## config.mk

```make
export PLATFORM = sky130hd
export DESIGN_NAME = idma_stream_fifo_thr
export DESIGN_NICKNAME = d
export VERILOG_FILES = /design/src/rtl/idma_stream_fifo_pkg.sv /design/src/rtl/idma_fifo_wrap_ptr.sv /design/src/rtl/idma_stream_fifo_thr.sv
export SDC_FILE = /design/constraint.sdc
export NUM_CORES = 1
export LEC_CHECK = 0
export CAP_MARGIN = 10
export CORE_UTILIZATION = 40
export DETAILED_ROUTE_END_ITERATION = 8
export GPL_TIMING_DRIVEN = 0
export MAX_ROUTING_LAYER = met4
export PLACE_DENSITY = 0.64
export SYNTH_ARGS = -nofsm -noshare
export SYNTH_HDL_FRONTEND = slang
export SYNTH_SLANG_ARGS = --single-unit
```

## constraint.sdc

```tcl
create_clock -name clk_i -period 2.6 [get_ports clk_i]
set_input_delay 0.65 -clock clk_i [delete_from_list [all_inputs] [get_ports clk_i]]
set_output_delay 0.65 -clock clk_i [all_outputs]
set_load 0.01 [all_outputs]
```

## src/rtl/idma_stream_fifo_pkg.sv

```systemverilog
`default_nettype none
// +----------------------------------------------------------------------+
// | idma_stream_fifo_pkg: sizing helpers shared by the stream FIFO users |
// | Rev 1.0                                                              |
// +----------------------------------------------------------------------+
package idma_stream_fifo_pkg;

  // Width needed to hold an occupancy count of 0..depth inclusive.
  function automatic int unsigned idma_fifo_usage_width(input int unsigned depth);
    return $clog2(depth + 1);
  endfunction

endpackage
`default_nettype wire

```

## src/rtl/idma_fifo_wrap_ptr.sv

```systemverilog
`default_nettype none
// +----------------------------------------------------------------------+
// | idma_fifo_wrap_ptr: pointer counting 0..Depth-1 with exact wrap      |
// | Rev 1.0                                                              |
// +----------------------------------------------------------------------+
module idma_fifo_wrap_ptr #(
  parameter int unsigned Depth     = 8,
  parameter int unsigned AddrDepth = (Depth > 1) ? $clog2(Depth) : 1
) (
  input  logic                 clk_i,
  input  logic                 rst_i,
  input  logic                 clr_i,
  input  logic                 inc_i,
  output logic [AddrDepth-1:0] ptr_o
);

  localparam logic [AddrDepth-1:0] c_last = AddrDepth'(Depth - 1);

  logic [AddrDepth-1:0] r_ptr;

  always_ff @(posedge clk_i or posedge rst_i) begin
    if (rst_i) begin
      r_ptr <= '0;
    end else if (clr_i) begin
      r_ptr <= '0;
    end else if (inc_i) begin
      r_ptr <= (r_ptr == c_last) ? '0 : r_ptr + AddrDepth'(1);
    end
  end

  assign ptr_o = r_ptr;

endmodule
`default_nettype wire

```

## src/rtl/idma_stream_fifo_thr.sv

```systemverilog
`default_nettype none
// +----------------------------------------------------------------------+
// | idma_stream_fifo_thr: stream FIFO with occupancy count and           |
// | programmable almost-full/almost-empty flags, optional fall-through.  |
// | Rev 1.0                                                              |
// +----------------------------------------------------------------------+
module idma_stream_fifo_thr
  import idma_stream_fifo_pkg::*;
#(
  parameter int unsigned Depth       = 8,
  parameter type         type_t      = logic,
  parameter bit          FallThrough = 1'b0,
  parameter bit          PrintInfo   = 1'b0,
  parameter int unsigned AddrDepth   = (Depth > 1) ? $clog2(Depth) : 1,
  parameter int unsigned UsageWidth  = idma_fifo_usage_width(Depth)
) (
  input  logic                  clk_i,
  input  logic                  rst_i,
  input  logic                  flush_i,
  input  logic [UsageWidth-1:0] alm_full_thr_i,
  input  logic [UsageWidth-1:0] alm_empty_thr_i,
  output logic [UsageWidth-1:0] usage_o,
  output logic                  alm_full_o,
  output logic                  alm_empty_o,
  input  type_t                 data_i,
  input  logic                  valid_i,
  output logic                  ready_o,
  output type_t                 data_o,
  output logic                  valid_o,
  input  logic                  ready_i
);

  localparam logic [UsageWidth-1:0] c_depth = UsageWidth'(Depth);

  type_t                 r_mem [Depth];
  logic [UsageWidth-1:0] r_usage;
  logic [AddrDepth-1:0]  w_wr_ptr;
  logic [AddrDepth-1:0]  w_rd_ptr;
  logic                  w_empty;
  logic                  w_push_hs;
  logic                  w_pop_hs;
  logic                  w_bypass;
  logic                  w_push;
  logic                  w_pop;

  assign w_empty = (r_usage == '0);

  // Reset is folded in so the handshake outputs drop as soon as rst_i rises.
  assign ready_o = (r_usage != c_depth) && !flush_i && !rst_i;

  generate
    if (FallThrough) begin : g_fall_through
      assign valid_o  = (!w_empty || valid_i) && !flush_i && !rst_i;
      assign data_o   = w_empty ? data_i : r_mem[w_rd_ptr];
      assign w_bypass = w_empty && w_push_hs && w_pop_hs;
    end else begin : g_registered
      assign valid_o  = !w_empty && !flush_i && !rst_i;
      assign data_o   = r_mem[w_rd_ptr];
      assign w_bypass = 1'b0;
    end
  endgenerate

  assign w_push_hs = valid_i && ready_o;
  assign w_pop_hs  = valid_o && ready_i;
  assign w_push    = w_push_hs && !w_bypass;
  assign w_pop     = w_pop_hs && !w_bypass;

  idma_fifo_wrap_ptr #(
    .Depth     (Depth),
    .AddrDepth (AddrDepth)
  ) u_wr_ptr (
    .clk_i (clk_i),
    .rst_i (rst_i),
    .clr_i (flush_i),
    .inc_i (w_push),
    .ptr_o (w_wr_ptr)
  );

  idma_fifo_wrap_ptr #(
    .Depth     (Depth),
    .AddrDepth (AddrDepth)
  ) u_rd_ptr (
    .clk_i (clk_i),
    .rst_i (rst_i),
    .clr_i (flush_i),
    .inc_i (w_pop),
    .ptr_o (w_rd_ptr)
  );

  always_ff @(posedge clk_i or posedge rst_i) begin
    if (rst_i) begin
      r_usage <= '0;
    end else if (flush_i) begin
      r_usage <= '0;
    end else if (w_push && !w_pop) begin
      r_usage <= r_usage + UsageWidth'(1);
    end else if (!w_push && w_pop) begin
      r_usage <= r_usage - UsageWidth'(1);
    end
  end

  // Payload storage carries no reset; data_o is only meaningful with valid_o.
  always_ff @(posedge clk_i) begin
    if (w_push) begin
      r_mem[w_wr_ptr] <= data_i;
    end
  end

  assign usage_o     = r_usage;
  assign alm_full_o  = (r_usage >= alm_full_thr_i);
  assign alm_empty_o = (r_usage <= alm_empty_thr_i);

`ifndef SYNTHESIS
  generate
    if (Depth < 2) begin : g_depth_check
      $fatal(1, "idma_stream_fifo_thr: Depth must be at least 2");
    end
    if (PrintInfo) begin : g_print_info
      $info("idma_stream_fifo_thr: Depth=%0d FallThrough=%0d", Depth, FallThrough);
    end
  endgenerate

  a_push_ready: assert property (@(posedge clk_i) disable iff (rst_i) w_push |-> ready_o);
  a_pop_valid:  assert property (@(posedge clk_i) disable iff (rst_i) w_pop |-> valid_o);
  a_usage_max:  assert property (@(posedge clk_i) disable iff (rst_i) r_usage <= c_depth);
`endif

endmodule
`default_nettype wire

```

==> results of run 1 <==
-- registers in the layout, indices dropped and copies added, names as in the netlist --
register        cells
r_mem               8
u_wr_ptr.ptr_o      3
u_rd_ptr.ptr_o      3
usage_o             4
-- through the flow --
stage               hold WS (ps)  setup TNS [ps]  setup WS (ps)
floorplan                    514           -28.9          -28.9
global placement             558           -3060           -609
detailed placement           592           -3350           -658
CTS                          615               0          0.255
global route                 635               0          0.379
finish                       609               0           53.6
-- placed cells by master (no fill, tap or decap), drive strengths merged, types with 2 or more instances in the layout --
cell / Yosys / layout
o21ai: 3 / 3
dlymetal6s2s: 0 / 4
inv: 13 / 13
a31oi: 4 / 4
clkdlybuf4s50: 0 / 8
clkbuf: 1 / 4
buf: 3 / 18
xor2: 2 / 2
or3: 3 / 3
a21oi: 7 / 7
edfxtp: 8 / 8
ha: 14 / 14
nand2: 7 / 7
nor2: 9 / 9
a21o: 3 / 3
nor3: 6 / 6
nand3b: 3 / 3
mux4: 2 / 2
dfrtp: 10 / 10
nand4: 2 / 2
nand2b: 6 / 6
dlygate4sd2: 0 / 8
nand3: 4 / 4
o21a: 2 / 2
o211ai: 2 / 2
mux2i: 4 / 4
-- power by group --
part	internal (mW)	leakage (nW)	switching [mW]
Combinational	0.239	0.612	0.239
Clock	0.0556	0.0154	0.0846
Sequential	0.316	0.203	0.0283
Total	0.610	0.830	0.352
-- what timing repair did --
action	in CTS	in global routing
buffers inserted	10	3
endpoints found under the setup margin	8	5
gates resized for setup	29	11
gates cloned	0	0
pin swaps	8	5
-- area by class of cell --
cell class              instances  area, um2  share of cell area (%)
inverters                      13       48.8                    2.68
well taps                      44       55.1                    3.02
flip-flops and latches         18        495                    27.2
repair buffers                 35        308                    16.9
clock inverters                 1       3.75                   0.206
clock buffers                   3       22.5                    1.24
plain buffers                   4       37.5                    2.06
multi-input cells              99        850                    46.7
-- path summary, 6_finish.rpt --
kind,startpoint,end
setup / recovery,alm_full_thr_i[2],alm_full_o
max in group asynchronous,rst_i,u_rd_ptr.ptr_o[0]
hold / removal,rst_i,u_wr_ptr.ptr_o[2]
min in group clk_i,u_rd_ptr.ptr_o[2],u_rd_ptr.ptr_o[2]
hold reg to reg,u_rd_ptr.ptr_o[2],u_rd_ptr.ptr_o[2]
setup reg to reg,usage_o[1],usage_o[1]
-- per-layer routing --
| layer | wire, um | GRT usage [%] | part of all wire (%) |
|---|---|---|---|
| met2 | 1500 | 34.6 | 50 |
| met3 | 85 | 1.95 | 2.8 |
| met5 | 0 | - | 0 |
| met1 | 1390 | 23.8 | 46 |
| met4 | 23 | 4.98 | 0.77 |
-- logic make-up after synthesis --
kind of cell	after synthesis
fa+ha+maj	15
compound gates	30
xor+xnor	2
mux	7
flops	18
buf+inv	17
simple gates	45
==> impl_metrics.toml, run 1 <==
[cts]
cts_sinks = 18
clkLatencyLatePin_ps = 280
cts-htree-levels = 1
path_clk_slew_ps = 100
numCtsBuffers = 3
cts_root_buf = "clkbuf_4"
cts_tree = "done"
holdBufCountCts = 0
clk_path_buf_depth = 2

[sta]
slew_viol_final = 0
worstMarginPinSlew_ps = 465
period_needed_ps = 2550
skew_ps = 1.88
post-route-period-util_pct = 97.9
maxSlewHeadroom_pct = 69.0
rsz0062_at_grt = "no"
max_freq_mhz = 393
setup_viol = 0
hold_viol = 0

[logic_synthesis]
synth-xor-area-share_pct = 1.30
synth_area_um2 = 1350
synthSimpleGateAreaFrac_pct = 17.8
avgSynthCellArea_um2 = 10.0
synthMuxAreaShare_pct = 7.16
ys_warn_count = 0
synthFlopType = "dfrtp_1"
synth_top_family_by_area = "simple AND/OR/NAND/NOR gates"
synth_area_leaders = "dfrtp_1 19%, edfxtp_1 18%, ha_1 13%"
synth_edf_count = 8
yosysMostFrequentCell = "ha_1"
seq_area_frac_synth_pct = 36.4
syn_nets = 163
ys_top_cells_by_count = "14 x ha_1, 13 x inv_1, 10 x dfrtp_1"
synth_fa_ha_area_share_pct = 14.5
ys_seq_elements = 18
syn-instance-count = 134
synth_top_area_cell = "dfrtp_1"
synth-compound-area-share_pct = 17.4
yosys.area.top_type_share_pct = 18.6
synth_cell_type_count = 44
async_flop_share_pct = 55.6

[critical_path]
slowest_stage = "clkdlybuf4s50_1"
critPathMaxFanout = 1
path_class = "input port to primary output"
crit_top_cell = "a21o_1"
worst-endpoint-required_ps = 1950
crit_path_end_kind = "primary output"
r2r_cells = 10
ff2ff_setup_slack_ps = 120
worstPathArrival_ps = 1900
cp_cell_sequence = "clkdlybuf4s50_1, inv_1, ha_1, a21o_1, a21o_1, buf_2"
cp.buffers_inverters = 3
cp_num_cells = 6
crit_family = "buffers and inverters"
setup.worst_path.start_class = "input port"
critPathMaxStageDelay_ps = 460

[placed_design]
dp_cells = 200
place_area_um2 = 1630
dp_hpwl_mm = 2.13
gp_congestion = 0.819
io_buffers = 22

[floorplanning]
row_count = 20
die_y_um = 60.0
initial_core_util_pct = 43.0
coreArea_um2 = 3130
die_area_um2 = 3600
die_x_um = 60.0
io_pins = 23

[final_layout]
fillers = 275
antennaDiodeCount = 0
drive_gt1_share_pct = 27.7
nets = 203
finish.utilization_pct = 58.2
fin_cells = 217
design_area_um2 = 1820
area_delta_synth_final_pct = 35.2

[grt]
grtUsageTotal_pct = 19.6
grt_max_degree = 14
grt_pass1_vias = 1199
antenna_found_initial = 0
grt_pass1_wl_mm = 5.15
grt-ovfl-total = 0

[power]
leakagePower_nw = 0.830
ir_drop_v = 0.000219
p_per_area_nw_per_um2 = 528
power.total_mw = 0.962

[drt]
dr.first_iter.drc_count = 23
vias = 1168
drtAntennaViolNets = 0
vias_per_cell = 5.38
drc = 0
dr.pass1.iters = 4
wirelength_mm = 3.00
avgRoutedWirePerCell_um = 13.8

[worst_hold_path]
hp-class = "input port to asynchronous set/reset pin"

[run_status]
outcome = "finished, final reports clean"

[job]
cap_violations = 0
Power figures use the tool's default switching activity.
==> inputs of run 2 (changes only) <==
- CORE_MARGIN: unset -> 5
- CORE_UTILIZATION: 40 -> 30
- CTS_CLUSTER_DIAMETER: unset -> 40
- PLACE_DENSITY: 0.64 -> 0.51
==> run 2 against run 1 <==
  * Combinational power barely moved
  * Utilization fell by 16 points
  * Global-route usage fell by 8.3 points
  * Design area rose by 1.0%
  * Clock skew rose by 1.8 ps
  * Critical path depth did not move
  * Sequential share of layout area fell by 0.28 points
  * Sequential power barely moved
  * First-iteration DRC count fell by 30%
  * Routed wire length rose by 11%
  * Highest routed layer unchanged
  * Largest cell class unchanged
  * Non-clock buffer count fell by 1
==> impl_metrics.toml, run 2 (synthesized netlist as in run 1, its figures left out) <==
[cts]
clkLatencyLatePin_ps = 250
cts-htree-levels = 1
numCtsBuffers = 3
clk_path_buf_depth = 2
cts_tree = "done"
cts_root_buf = "clkbuf_8"
cts_sinks = 18
holdBufCountCts = 0
path_clk_slew_ps = 70

[critical_path]
worstPathArrival_ps = 1870
critPathMaxFanout = 1
critPathMaxStageDelay_ps = 450
cp_cell_sequence = "clkdlybuf4s50_1, inv_1, ha_1, a21o_1, a21o_1, buf_2"
setup.worst_path.start_class = "input port"
slowest_stage = "clkdlybuf4s50_1"
worst-endpoint-required_ps = 1950
crit_path_end_kind = "primary output"
cp.buffers_inverters = 3
path_class = "input port to primary output"
crit_top_cell = "a21o_1"
crit_family = "buffers and inverters"

[final_layout]
nets = 202
largest-register = "r_mem"
fin_cells = 224
largest_reg_flops = 8
final_common_cell = "buf_4"
layout_common_cells = "12 x buf_4, 11 x ha_1, 10 x inv_1"
drive_gt1_share_pct = 26.2
area_delta_synth_final_pct = 36.6
antennaDiodeCount = 0

[sta]
rsz0062_at_grt = "no"
post-route-period-util_pct = 96.9
whs_ps = 586
slew_viol_final = 0
worstMarginPinSlew_ps = 527
max_freq_mhz = 397
skew_ps = 3.64
hold_viol = 0
setup_viol = 0
setup_slack_ps = 80.9
period_needed_ps = 2520
setup_tns_ps = 0
maxSlewHeadroom_pct = 64.6

[grt]
grt_pass1_wl_mm = 5.42
grtUsageTotal_pct = 11.3
grt_max_degree = 14
grt-ovfl-total = 0
antenna_found_initial = 0
grt_pass1_vias = 1113

[power]
switching_power_mw = 0.367
seqPwrFrac_pct = 33.4
internal_power_mw = 0.656
leakagePower_nw = 0.824
clkPwrFrac_pct = 19.7
ir_drop_v = 0.000173
pwr-share-comb_pct = 46.9
p_per_area_nw_per_um2 = 556
switching_share_pct = 35.9

[drt]
wirelength_mm = 3.33
dr.first_iter.drc_count = 16
wl_met3_um = 103
avgRoutedWirePerCell_um = 14.9
routed.top_layer = "met4"
drt-met1-wl_mm = 1.60
vias = 1143
drc = 0
vias_per_cell = 5.10
dr.pass1.iters = 4
met2_length_mm = 1.61
drtAntennaViolNets = 0

[placed_design]
pre_cts_ws_ps = -692
dp_hpwl_mm = 2.30
io_buffers = 22
gp_congestion = 0.746
dp_cells = 208

[floorplanning]
coreArea_um2 = 4350
die_area_um2 = 5930
die_x_um = 77.0
row_count = 24
initial_core_util_pct = 30.9
io_pins = 23
die_y_um = 77.0

[worst_hold_path]
hp-class = "flip-flop to flip-flop"

[job]
cap_violations = 0

[run_status]
outcome = "finished, final reports clean"
-- run 2: cell count changes in the layout (fill, tap and decap cells not counted) --
cell and delta:
buf_4 -1, clkbuf_4 -3, clkbuf_8 +3, inv_1 +1, inv_2 -1, nor3_1 +1, nor3_2 -1, or2_1 +1
or2_4 -1, or3_1 -1, or3_4 +1
-- run 2: worst register-to-register path: stages, from the launching register on --
cell	delay (ps)
dfrtp_2	450
or3_4	380
buf_6	150
o211ai_4	170
a31o_4	140
inv_2	40
fa_2	450
nor3b_2	180
a31oi_1	60
or3_1	300
o311ai_1	80
-- run 2: per-layer routing --
layer  vias to the layer above  track usage, %
met5                         -               -
met3                         2            1.41
met2                        30            18.0
met4                         0            3.61
met1                       539            15.0
li1                        572               -
-- run 2: area by class of cell --
cell class	instances	area [um2]
Timing Repair Buffer	34	300
Buffer	4	37.5
Clock buffer	3	41.3
Sequential cell	18	495
Multi-Input combinational cell	99	847
Fill cell	440	2510
Clock inverter	1	3.75
Inverter	13	48.8
Tap cell	52	65.1
-- run 2: path summary, 6_finish.rpt --
path,start,endpoint,slack (ps),cells after the start
max,alm_full_thr_i[2],alm_full_o,80,6
max in group asynchronous,rst_i,usage_o[1],1590,2
max reg2reg,usage_o[1],usage_o[1],90,10
min reg2reg,u_rd_ptr.ptr_o[2],u_rd_ptr.ptr_o[2],590,2
min in group asynchronous,rst_i,usage_o[3],660,2
min,u_rd_ptr.ptr_o[2],u_rd_ptr.ptr_o[2],590,2
-- run 2: what timing repair did --
action,in CTS,in global routing
gates resized for setup,26,12
setup endpoints to repair,8,5
endpoints found under the hold margin,0,0
pin swaps,8,4
setup buffers,11,1
-- run 2: power groups by stage --
stage | sequential, mW | combinational (mW) | clock (mW)
after floorplan | 0.355 | 0.261 | 0
after global placement | 0.363 | 0.384 | 0
after detailed placement | 0.364 | 0.397 | 0
after CTS | 0.345 | 0.444 | 0.205
after global routing | 0.345 | 0.521 | 0.221
final | 0.342 | 0.480 | 0.201
-- run 2: per-stage QoR --
step	power [mW]	area, um2	utilization (%)
global placement	0.746	1640	37.7
detailed placement	0.761	1640	37.7
floorplan	0.616	1360	-
CTS	0.994	1780	40.9
finish	1.02	1840	42.2
global route	1.09	1840	42.2
